File: src/rtl/alu_pkg.sv
// alu_pkg: shared constants and types for the ALU command front-end.
//
// The ALU operand/opcode/result widths are fixed here. The command record
// (a, b, op, tag) depends on the instantiating module's TAG_W, so that struct
// is declared inside the module using these constants; the operand part
// that does not depend on the tag width lives here as alu_opnd_t.
package alu_pkg;

  localparam int ALU_DATA_W = 4;
  localparam int ALU_OP_W   = 4;
  localparam int ALU_RES_W  = 5;

  // Operand portion of a command; op is opaque to this block.
  typedef struct packed {
    logic [ALU_DATA_W-1:0] a;
    logic [ALU_DATA_W-1:0] b;
    logic [ALU_OP_W-1:0]   op;
  } alu_opnd_t;

  // Issue FSM states.
  typedef enum logic [1:0] {
    IDLE = 2'd0,
    EXEC = 2'd1,
    RESP = 2'd2
  } issue_state_t;

endpackage

File: src/rtl/alu_cmd_fifo.sv
// alu_cmd_fifo: synchronous FIFO holding packed command words.
//
// Ports:
//   clk, rst       clock, asynchronous active-high reset (clears pointers/count)
//   push, wdata    write request and data; ignored when full
//   pop            read request; ignored when empty
//   rdata          head entry (combinational from the read pointer)
//   full, empty    status flags derived from count
//   count          number of valid entries, 0..DEPTH
//
// A push and a pop in the same cycle while not full move both pointers and
// leave count unchanged. When full, a push is refused even if a pop happens
// in the same cycle.
module alu_cmd_fifo #(
  parameter int DEPTH = 4,
  parameter int W     = 15
) (
  input  logic                     clk,
  input  logic                     rst,
  input  logic                     push,
  input  logic [W-1:0]             wdata,
  input  logic                     pop,
  output logic [W-1:0]             rdata,
  output logic                     full,
  output logic                     empty,
  output logic [$clog2(DEPTH):0]   count
);

  localparam int AW = $clog2(DEPTH);
  localparam int CW = AW + 1;

  logic [W-1:0]  mem_q [DEPTH];
  logic [AW-1:0] wr_ptr_q, rd_ptr_q;
  logic [CW-1:0] count_q;
  logic          push_ok, pop_ok;

  assign full    = (count_q == CW'(DEPTH));
  assign empty   = (count_q == '0);
  assign count   = count_q;
  assign push_ok = push && !full;
  assign pop_ok  = pop && !empty;
  assign rdata   = mem_q[rd_ptr_q];

  always_ff @(posedge clk or posedge rst) begin
    if (rst) begin
      wr_ptr_q <= '0;
      rd_ptr_q <= '0;
      count_q  <= '0;
    end else begin
      if (push_ok) wr_ptr_q <= wr_ptr_q + AW'(1);
      if (pop_ok)  rd_ptr_q <= rd_ptr_q + AW'(1);
      case ({push_ok, pop_ok})
        2'b10:   count_q <= count_q + CW'(1);
        2'b01:   count_q <= count_q - CW'(1);
        default: count_q <= count_q;
      endcase
    end
  end

  // Storage needs no reset: entries are only read once the count says valid.
  always_ff @(posedge clk) begin
    if (push_ok) mem_q[wr_ptr_q] <= wdata;
  end

endmodule

File: src/rtl/alu_cmd_issue.sv
// alu_cmd_issue: sequential front-end for a 4-bit combinational ALU.
//
// Commands are buffered in a FIFO, issued one at a time to the ALU through
// registered operands, and the ALU's 5-bit result is captured and returned
// with the command's tag.
//
// Ports:
//   clk, rst                         clock, asynchronous active-high reset
//   cmd_valid/cmd_ready              command handshake (cmd_ready = FIFO not full)
//   cmd_a, cmd_b, cmd_op, cmd_tag    command payload
//   alu_a, alu_b, alu_op             registered operands to the ALU
//   alu_result                       combinational ALU result
//   res_valid/res_ready              response handshake
//   res_data, res_tag                captured result and its tag
//   busy                             FSM not IDLE or FIFO non-empty
//   issued_cnt                       commands popped to the ALU, wraps
//   state_dbg                        current FSM state
//
// Handshakes: a transfer happens on a rising edge where valid && ready are
// both high. A source holding valid keeps its payload stable until the
// transfer; res_valid/res_data/res_tag are held while res_ready is low.
module alu_cmd_issue
  import alu_pkg::*;
#(
  parameter int DEPTH = 4,
  parameter int TAG_W = 3,
  parameter int CNT_W = 16
) (
  input  logic                  clk,
  input  logic                  rst,
  input  logic                  cmd_valid,
  output logic                  cmd_ready,
  input  logic [ALU_DATA_W-1:0] cmd_a,
  input  logic [ALU_DATA_W-1:0] cmd_b,
  input  logic [ALU_OP_W-1:0]   cmd_op,
  input  logic [TAG_W-1:0]      cmd_tag,
  output logic [ALU_DATA_W-1:0] alu_a,
  output logic [ALU_DATA_W-1:0] alu_b,
  output logic [ALU_OP_W-1:0]   alu_op,
  input  logic [ALU_RES_W-1:0]  alu_result,
  output logic                  res_valid,
  input  logic                  res_ready,
  output logic [ALU_RES_W-1:0]  res_data,
  output logic [TAG_W-1:0]      res_tag,
  output logic                  busy,
  output logic [CNT_W-1:0]      issued_cnt,
  output issue_state_t          state_dbg
);

  typedef struct packed {
    logic [ALU_DATA_W-1:0] a;
    logic [ALU_DATA_W-1:0] b;
    logic [ALU_OP_W-1:0]   op;
    logic [TAG_W-1:0]      tag;
  } alu_cmd_t;

  localparam int CMD_W = $bits(alu_cmd_t);

  // FIFO interface
  alu_cmd_t                 fifo_wdata, fifo_head;
  logic                     fifo_full, fifo_empty, fifo_pop;
  logic [$clog2(DEPTH):0]   fifo_count;

  // FSM and datapath registers
  issue_state_t          state_q, state_d;
  logic [ALU_DATA_W-1:0] alu_a_q, alu_b_q;
  logic [ALU_OP_W-1:0]   alu_op_q;
  logic [TAG_W-1:0]      tag_q;
  logic                  res_valid_q, res_valid_d;
  logic [ALU_RES_W-1:0]  res_data_q, res_data_d;
  logic [TAG_W-1:0]      res_tag_q, res_tag_d;
  logic [CNT_W-1:0]      cnt_q;
  logic                  load_alu;

  assign fifo_wdata = '{a: cmd_a, b: cmd_b, op: cmd_op, tag: cmd_tag};

  alu_cmd_fifo #(
    .DEPTH (DEPTH),
    .W     (CMD_W)
  ) u_fifo (
    .clk   (clk),
    .rst   (rst),
    .push  (cmd_valid),
    .wdata (fifo_wdata),
    .pop   (fifo_pop),
    .rdata (fifo_head),
    .full  (fifo_full),
    .empty (fifo_empty),
    .count (fifo_count)
  );

  // Commands always land in the FIFO first; there is no path from cmd_* to
  // alu_*. The FIFO itself refuses pushes while full.
  assign cmd_ready = !fifo_full;
  assign fifo_pop  = load_alu;

  always_comb begin
    state_d     = state_q;
    res_valid_d = res_valid_q;
    res_data_d  = res_data_q;
    res_tag_d   = res_tag_q;
    load_alu    = 1'b0;
    case (state_q)
      IDLE: begin
        if (!fifo_empty) begin
          load_alu = 1'b1;
          state_d  = EXEC;
        end
      end
      EXEC: begin
        // Operands were registered on the previous edge, so the ALU output
        // has had a full cycle to settle.
        res_valid_d = 1'b1;
        res_data_d  = alu_result;
        res_tag_d   = tag_q;
        state_d     = RESP;
      end
      RESP: begin
        if (res_valid_q && res_ready) begin
          res_valid_d = 1'b0;
          // Chaining straight into the next command keeps the sustained
          // rate at one result every two cycles.
          if (!fifo_empty) begin
            load_alu = 1'b1;
            state_d  = EXEC;
          end else begin
            state_d  = IDLE;
          end
        end
      end
      default: begin
        state_d     = IDLE;
        res_valid_d = 1'b0;
      end
    endcase
  end

  always_ff @(posedge clk or posedge rst) begin
    if (rst) begin
      state_q     <= IDLE;
      alu_a_q     <= '0;
      alu_b_q     <= '0;
      alu_op_q    <= '0;
      tag_q       <= '0;
      res_valid_q <= 1'b0;
      res_data_q  <= '0;
      res_tag_q   <= '0;
      cnt_q       <= '0;
    end else begin
      state_q     <= state_d;
      res_valid_q <= res_valid_d;
      res_data_q  <= res_data_d;
      res_tag_q   <= res_tag_d;
      if (load_alu) begin
        alu_a_q  <= fifo_head.a;
        alu_b_q  <= fifo_head.b;
        alu_op_q <= fifo_head.op;
        tag_q    <= fifo_head.tag;
        cnt_q    <= cnt_q + CNT_W'(1);
      end
    end
  end

  assign alu_a      = alu_a_q;
  assign alu_b      = alu_b_q;
  assign alu_op     = alu_op_q;
  assign res_valid  = res_valid_q;
  assign res_data   = res_data_q;
  assign res_tag    = res_tag_q;
  assign issued_cnt = cnt_q;
  assign busy       = (state_q != IDLE) || (fifo_count != '0);
  assign state_dbg  = state_q;

endmodule

File: config.mk
export PLATFORM = sky130hd
export DESIGN_NAME = alu_cmd_issue
export DESIGN_NICKNAME = d
export VERILOG_FILES = /design/src/rtl/alu_pkg.sv /design/src/rtl/alu_cmd_fifo.sv /design/src/rtl/alu_cmd_issue.sv
export SDC_FILE = /design/constraint.sdc
export NUM_CORES = 1
export LEC_CHECK = 0
export ABC_AREA = 1
export CORE_MARGIN = 5
export CORE_UTILIZATION = 59
export DETAILED_ROUTE_END_ITERATION = 8
export PLACE_DENSITY = 0.93
export SLEW_MARGIN = 20
export SYNTH_ARGS = -nofsm -noshare
export SYNTH_HDL_FRONTEND = slang
export SYNTH_HIERARCHICAL = 1
export SYNTH_SLANG_ARGS = --single-unit
File: constraint.sdc
create_clock -name clk -period 7.2 [get_ports clk]
set_clock_uncertainty 0.2 [all_clocks]
set_input_delay 1.08 -clock clk [delete_from_list [all_inputs] [get_ports clk]]
set_output_delay 1.08 -clock clk [all_outputs]
set_load 0.02 [all_outputs]
==> After elaboration in Yosys (flattened, before gate mapping) <==
Memories as Yosys holds them, arrays and structs flattened. A register that Yosys moved wholly into a read port is not among the register bits.
Cells that the tools add are included.
{ "classes": {"n_eq_ne": 7, "muxes": 12, "n_addsub": 5, "reduce_logical": 13, "n_bitwise": 1} }
{ "ops": {"columns": ["op", "count"], "rows": [
  ["16-bit by 1-bit adder with 16-bit output (second input constant)", 1],
  ["1-bit two-way mux", 6],
  ["2-bit case mux with 3 select lines", 1],
  ["3-bit case mux with 2 select lines", 1],
  ["2-bit by 1-bit adder with 2-bit output (second input constant)", 2],
  ["2-bit by 1-bit == test with 1-bit output (second input constant)", 2],
  ["2-bit == test (second input constant)", 2],
  ["2-bit two-way mux", 2],
  ["2-bit inequality test (second input constant)", 2],
  ["2-bit AND reduction", 2],
  ["2-bit nonzero test", 2],
  ["3-bit by 1-bit adder with 3-bit output (second input constant)", 1],
  ["3-bit == test (second input constant)", 1],
  ["1-bit logical AND", 3],
  ["3-bit logical NOT", 1],
  ["1-bit case mux with 3 select lines", 1],
  ["3-bit nonzero test", 1],
  ["3-bit by 1-bit subtractor with 3-bit output (second input constant)", 1],
  ["1-bit logical NOT", 2],
  ["2-bit logical NOT", 1],
  ["1-bit case mux with 2 select lines", 1],
  ["1-bit logical OR", 1],
  ["1-bit inverter", 1]
]} }
{ "totals": {"wordCells": 47, "output_inout_bits": 41, "in_bits": 24, "regBits": 34, "mem_count": 1, "ram_bits": 60} }
{ "memory_table": {"columns": ["name", "words", "width", "rd", "rd_clocked_by_memory_dff", "write_ports", "line", "rtl"], "rows": [
  ["u_fifo.mem_q", 4, 15, 1, 1, 1, "alu_cmd_fifo.sv:32", "logic [W-1:0] mem_q [DEPTH];"]
]} }

==> Longest topological paths before layout <==
{ "depth": {"ltp_word": 7, "depth_mapped": 17, "depth_no_buf": 16} }

==> Modules after synthesis <==
The synthesis kept the hierarchy.
{ "modules_own_cells": {"columns": ["mod", "area_per_inst_um2", "instances", "seq_area_each_um2", "cells_per_inst"], "rows": [
  ["alu_cmd_fifo", 2895.3, 1, 1976.9, 237],
  ["alu_cmd_issue", 1931.9, 1, 1051.0, 214]
]} }

==> Worst setup path after synthesis <==
Ideal clock, no wire load.
{ "synth_path": {"path_type": "in2reg", "start": "input res_ready", "end": "register u_fifo.count_q[2], in the netlist u_fifo/count[2]", "setup_time_ns": 0.117, "t_required_ns": 6.883, "arrival_ns": 2.499, "path_buffers": 1, "path_stages": 14, "path_slack_ns": 4.384, "path_cell_list": "nand2_1 nand2_2 nand2_4 inv_2 buf_4 nand2_1 inv_1 ha_1 inv_1 fa_1 nand2_1 nand3_1 nand2_1 nand2_1"} }
{ "synth_between": {"elab_chain_len": 6, "word_cells_on_any_way": 8, "classes_between": "eq/ne (2); mux (3); reduce/logical (3)"} }
{ "synth_lines": {"columns": ["element", "line", "rtl"], "rows": [
  ["from (decl)", "alu_cmd_issue.sv:42", "input logic res_ready,"],
  ["1-bit logical AND (*)", "alu_cmd_issue.sv:119", "if (res_valid_q && res_ready) begin"],
  ["1-bit two-way mux (*)", "alu_cmd_issue.sv:119", null],
  ["1-bit case mux with 2 select lines (*)", "alu_cmd_issue.sv:103", "case (state_q)"],
  ["net fifo_pop", "alu_cmd_issue.sv:61", "logic fifo_full, fifo_empty, fifo_pop;"],
  ["1-bit logical AND (*)", "alu_cmd_fifo.sv:41", "assign pop_ok = pop && !empty;"],
  ["net u_fifo.pop_ok", "alu_cmd_fifo.sv:35", "logic push_ok, pop_ok;"],
  ["2-bit by 1-bit == test with 1-bit output / 2-bit == test (equally long branches)", "alu_cmd_fifo.sv:52", "case ({push_ok, pop_ok})"],
  ["3-bit case mux with 2 select lines / 2-bit nonzero test (equally long branches)", null, null],
  ["to (signal assigned)", "alu_cmd_fifo.sv:53", "2'b10: count_q <= count_q + CW'(1);"],
  ["to (signal assigned)", "alu_cmd_fifo.sv:54", "2'b01: count_q <= count_q - CW'(1);"],
  ["to (signal assigned)", "alu_cmd_fifo.sv:55", "default: count_q <= count_q;"],
  ["to (decl)", "alu_cmd_fifo.sv:34", "logic [CW-1:0] count_q;"]
]} }
Mark *: on every way through the listed nets, which the timed path passes. The rest lies on a longest branch.
A chain may end at the register's enable or synchronous reset.

==> Worst setup path in the final report <==
{ "layout_path": {"start": "input res_ready", "end": "register u_fifo.count_q[2], in the netlist u_fifo/count[2]"} }
{ "layout_between": {"elab_chain_len": 6, "word_cells_on_any_way": 8, "classes_between": "eq/ne (2); mux (3); reduce/logical (3)"} }
{ "layout_lines": {"columns": ["element", "line"], "rows": [
  ["1-bit logical AND (*)", "alu_cmd_issue.sv:119"],
  ["1-bit two-way mux (*)", "alu_cmd_issue.sv:119"],
  ["1-bit case mux with 2 select lines (*)", "alu_cmd_issue.sv:103"],
  ["1-bit logical AND (*)", "alu_cmd_fifo.sv:41"],
  ["net u_fifo.pop_ok", "alu_cmd_fifo.sv:35"],
  ["2-bit by 1-bit == test with 1-bit output / 2-bit == test (equally long branches)", "alu_cmd_fifo.sv:52"],
  ["3-bit case mux with 2 select lines / 2-bit nonzero test (equally long branches)", null]
]} }
Marks and branches as above.

==> metrics <==
outcome=finished, final reports clean; CP Cell Sequence=clkdlybuf4s50_1 > nand2_1 > nand2_2 > nand2_4 > inv_2 > nand2_1 > inv_1 > ha_1 > inv_1 > fa_1 > nand2_1 > nand3_1 > nand2_1 > nand2_1; clock sinks=109; Leak=2.550 nW; Synth Cell Area=4827 um^2; Post-Syn Area per Cell=10.70 um^2; Slew @ Worst Pin=0.9279 ns; Post-synth top cells=nand2_1, inv_1, edfxtp_1, dfrtp_1, o211ai_1; hold_buf cts=0; RSZ-0062 raised after global routing=no; Pwr Density=399.5 nW/um^2; clock share of power=15.2%; final worst path period share=46.32%; Simple-Gate Fraction of Synth Area=18.53%; syn_nets=482; Bufs and invs on worst path=4; Post-synth ARST share=44.95%; Routed WL per cell=14.15 um; Slew HR=a little under two fifths; overall routed net length=8.875 mm; count of final setup violators=0; Chip Width=about 100 um; vias=about 3200; Critical Path Sink Type=flip-flop; aggregate global-route resource usage=18.13%; vias in the first global route=3182; Final Core Density=approximately 70%; Warnings, synthesis=6; DRC=0; fraction of layout cells with a size suffix above 1=under 10%; crit start category=input port; CTS tree=done; reg2reg start=u_fifo/count[0]; Synth area leader=edfxtp_1; post-synthesis sequential area ratio=62.73%; clock latency on the worst-skew pair=0.37 ns; Synth Area in Adders=1.970%; Primary FF master, synth=edfxtp_1; xor and xnor area share after synthesis=1.270%; Resized Gates After CTS=0; Root Buffer=clkbuf_8; post-synthesis mux area share=1.633%; antenna cells=0; starting density of the core=between 50% and 60%; post-route setup TNS=0 ns; Int Pwr=1.354 mW; Clock transition at path regs=0.10 ns; full die area=10090 um^2; First-pass DRT Iterations=4; Crit path required time=7.27 ns; first-pass GRT wire length=about 14 mm; Seq pwr share=a little over two fifths; Nets=between 500 and 600; Boundary Pins=65; Inserted Clock Buffers=9; Hold Vio Cnt, Final=0; Synth top area share=roughly 37%; clock buffer depth=2; initial antenna violation count=0; CP delay by family, top=buffers and inverters; Hold Startpoint=alu_b[1]; Layout area overhead=17.81%; Worst Setup Path Type=in -> reg; Synth cell types=28; VDD IR max=0.2156 mV; fin. max-slew vios=0; cell mode on critical path=nand2_1; port bufs=64; initial drt markers=163; Switching Share=40.41%; compound-gate portion of the synthesized area=5.651%; fillers=591; placed inst area=5494 um^2; most frequent cell after synthesis=nand2_1; Worst EP arrival=3.40 ns; largest family of logic cells by synthesized area=simple AND/OR/NAND/NOR gates; Post-synth EDFFs=60; CTS H-tree lvls=3; dpl hpwl=~6.3 mm; Crit Path Max Fanout=25; Site Rows=33; Worst path slowest cell=clkdlybuf4s50_1; largest net degree at the start of global routing=62; P_sw=0.9179 mW; worst hold path type=reg -> reg; Max Cap Viol=0; min Tclk post-route=3.335 ns; setup repair bufs after CTS=0; combinational power share=42.1%; total gr overflow=0; Worst R2R Path Depth=15; Final Cell Area=5687 um^2; Synth Register Bits=roughly 110; slowest stage delay, CP=about 0.46 ns; worst hold path depth=2; core area=8093 um^2; Hold Path End=alu_b[1]; die height=100.5 um; Worst R2R Setup Slack=~4.3 ns; gpl congestion=0.7818; Synth area leaders=edfxtp_1, dfrtp_1, nand2_1; Max Freq=299.8 MHz; Worst R2R End=u_fifo/count[2]; Vias/cell=5.167; Routed Antenna Nets=0; Mapped Cells=451
placed cells by master, fill, tap and decap left out, types with 5 or more instances in the layout:
| master | count |
|---|---|
| inv_1 | 63 |
| edfxtp_1 | 60 |
| o211ai_1 | 27 |
| buf_4 | 5 |
| nand3b_1 | 7 |
| clkdlybuf4s50_1 | 64 |
| dfrtp_1 | 49 |
| mux2_2 | 7 |
| nand3_1 | 9 |
| ha_1 | 6 |
| nand2_1 | 160 |
| clkbuf_8 | 9 |
| nor2_1 | 12 |
area by class of cell:
| class | count | area (um^2) | area share [%] |
|---|---|---|---|
| Sequential cell | 109 | 3028 | 53.25 |
| Inverter | 67 | 254.0 | 4.466 |
| Multi-Input combinational cell | 261 | 1403 | 24.66 |
| Clock buffer | 9 | 123.9 | 2.178 |
| Tap cell | 105 | 131.4 | 2.310 |
| Timing Repair Buffer | 69 | 678.2 | 11.93 |
| Clock inverter | 7 | 68.82 | 1.210 |
how the worst max path moves through the flow:
stage,from,endpoint,depth (start not counted)
floorplan,res_ready,u_fifo/count[2],14
global placement,res_ready,u_fifo/count[2],14
detailed placement,res_ready,u_fifo/count[2],14
CTS,res_ready,u_fifo/count[2],14
global route,res_ready,u_fifo/count[2],14
finish,res_ready,u_fifo/count[2],14
metrics by stage:
step	cells	worst slack, ns	power, mW	hold WS [ns]
5_1_grt	627	3.726	2.418	0.3285
3_3_place_gp	611	3.629	1.887	0.2646
4_1_cts	627	3.909	2.285	0.2999
3_5_place_dp	611	3.512	1.941	0.2751
6_report	627	3.865	2.272	0.3019
2_1_floorplan	451	4.384	1.661	0.2450
registers in the layout (all words and copies together), names as in the netlist:
signal and flops:
issued_cnt 16, res_tag 3, res_valid 1, u_fifo/rd_ptr_q 2
u_fifo/count 3, state_dbg 2, alu_b 4, res_data 5
u_fifo/mem_q 60, alu_op 4, alu_a 4, u_fifo/wr_ptr_q 2
tag_q 3
power groups by stage:
stage / clock [mW] / sequential [mW] / combinational (mW)
after detailed placement: 0 / 0.982 / 0.959
final: 0.346 / 0.969 / 0.957
after global routing: 0.376 / 0.990 / 1.05
after floorplan: 0 / 1.04 / 0.619
after CTS: 0.351 / 0.969 / 0.965
after global placement: 0 / 0.973 / 0.914
cell families (layout without fill, tap and decap cells):
group | Yosys count | count (layout)
fa+ha+maj | 7 | 7
mux | 7 | 7
simple gates | 205 | 205
compound gates | 35 | 35
xor+xnor | 7 | 7
buf+inv | 81 | 152
flops | 109 | 109
per-layer routing:
layer	part of all wire, %	vias to the layer above	GRT usage, %
met5	0	-	0
met2	52	100	31.14
met4	1.9	0	7.565
met3	5.3	15	3.253
met1	41	1538	22.69
li1	-	1587	-
worst register-to-register path, stage by stage (launching register included):
cell and delay (ns):
dfrtp_1 0.41, inv_1 0.11, nand3_1 0.19, inv_1 0.08, nor2_2 0.14, nand2_4 0.19, inv_2 0.35, nand2_1 0.16
inv_1 0.09, ha_1 0.16, inv_1 0.07, fa_1 0.38, nand2_1 0.11, nand3_1 0.09, nand2_1 0.08, nand2_1 0.05
Note: power is estimated with default switching activity, not from simulation.
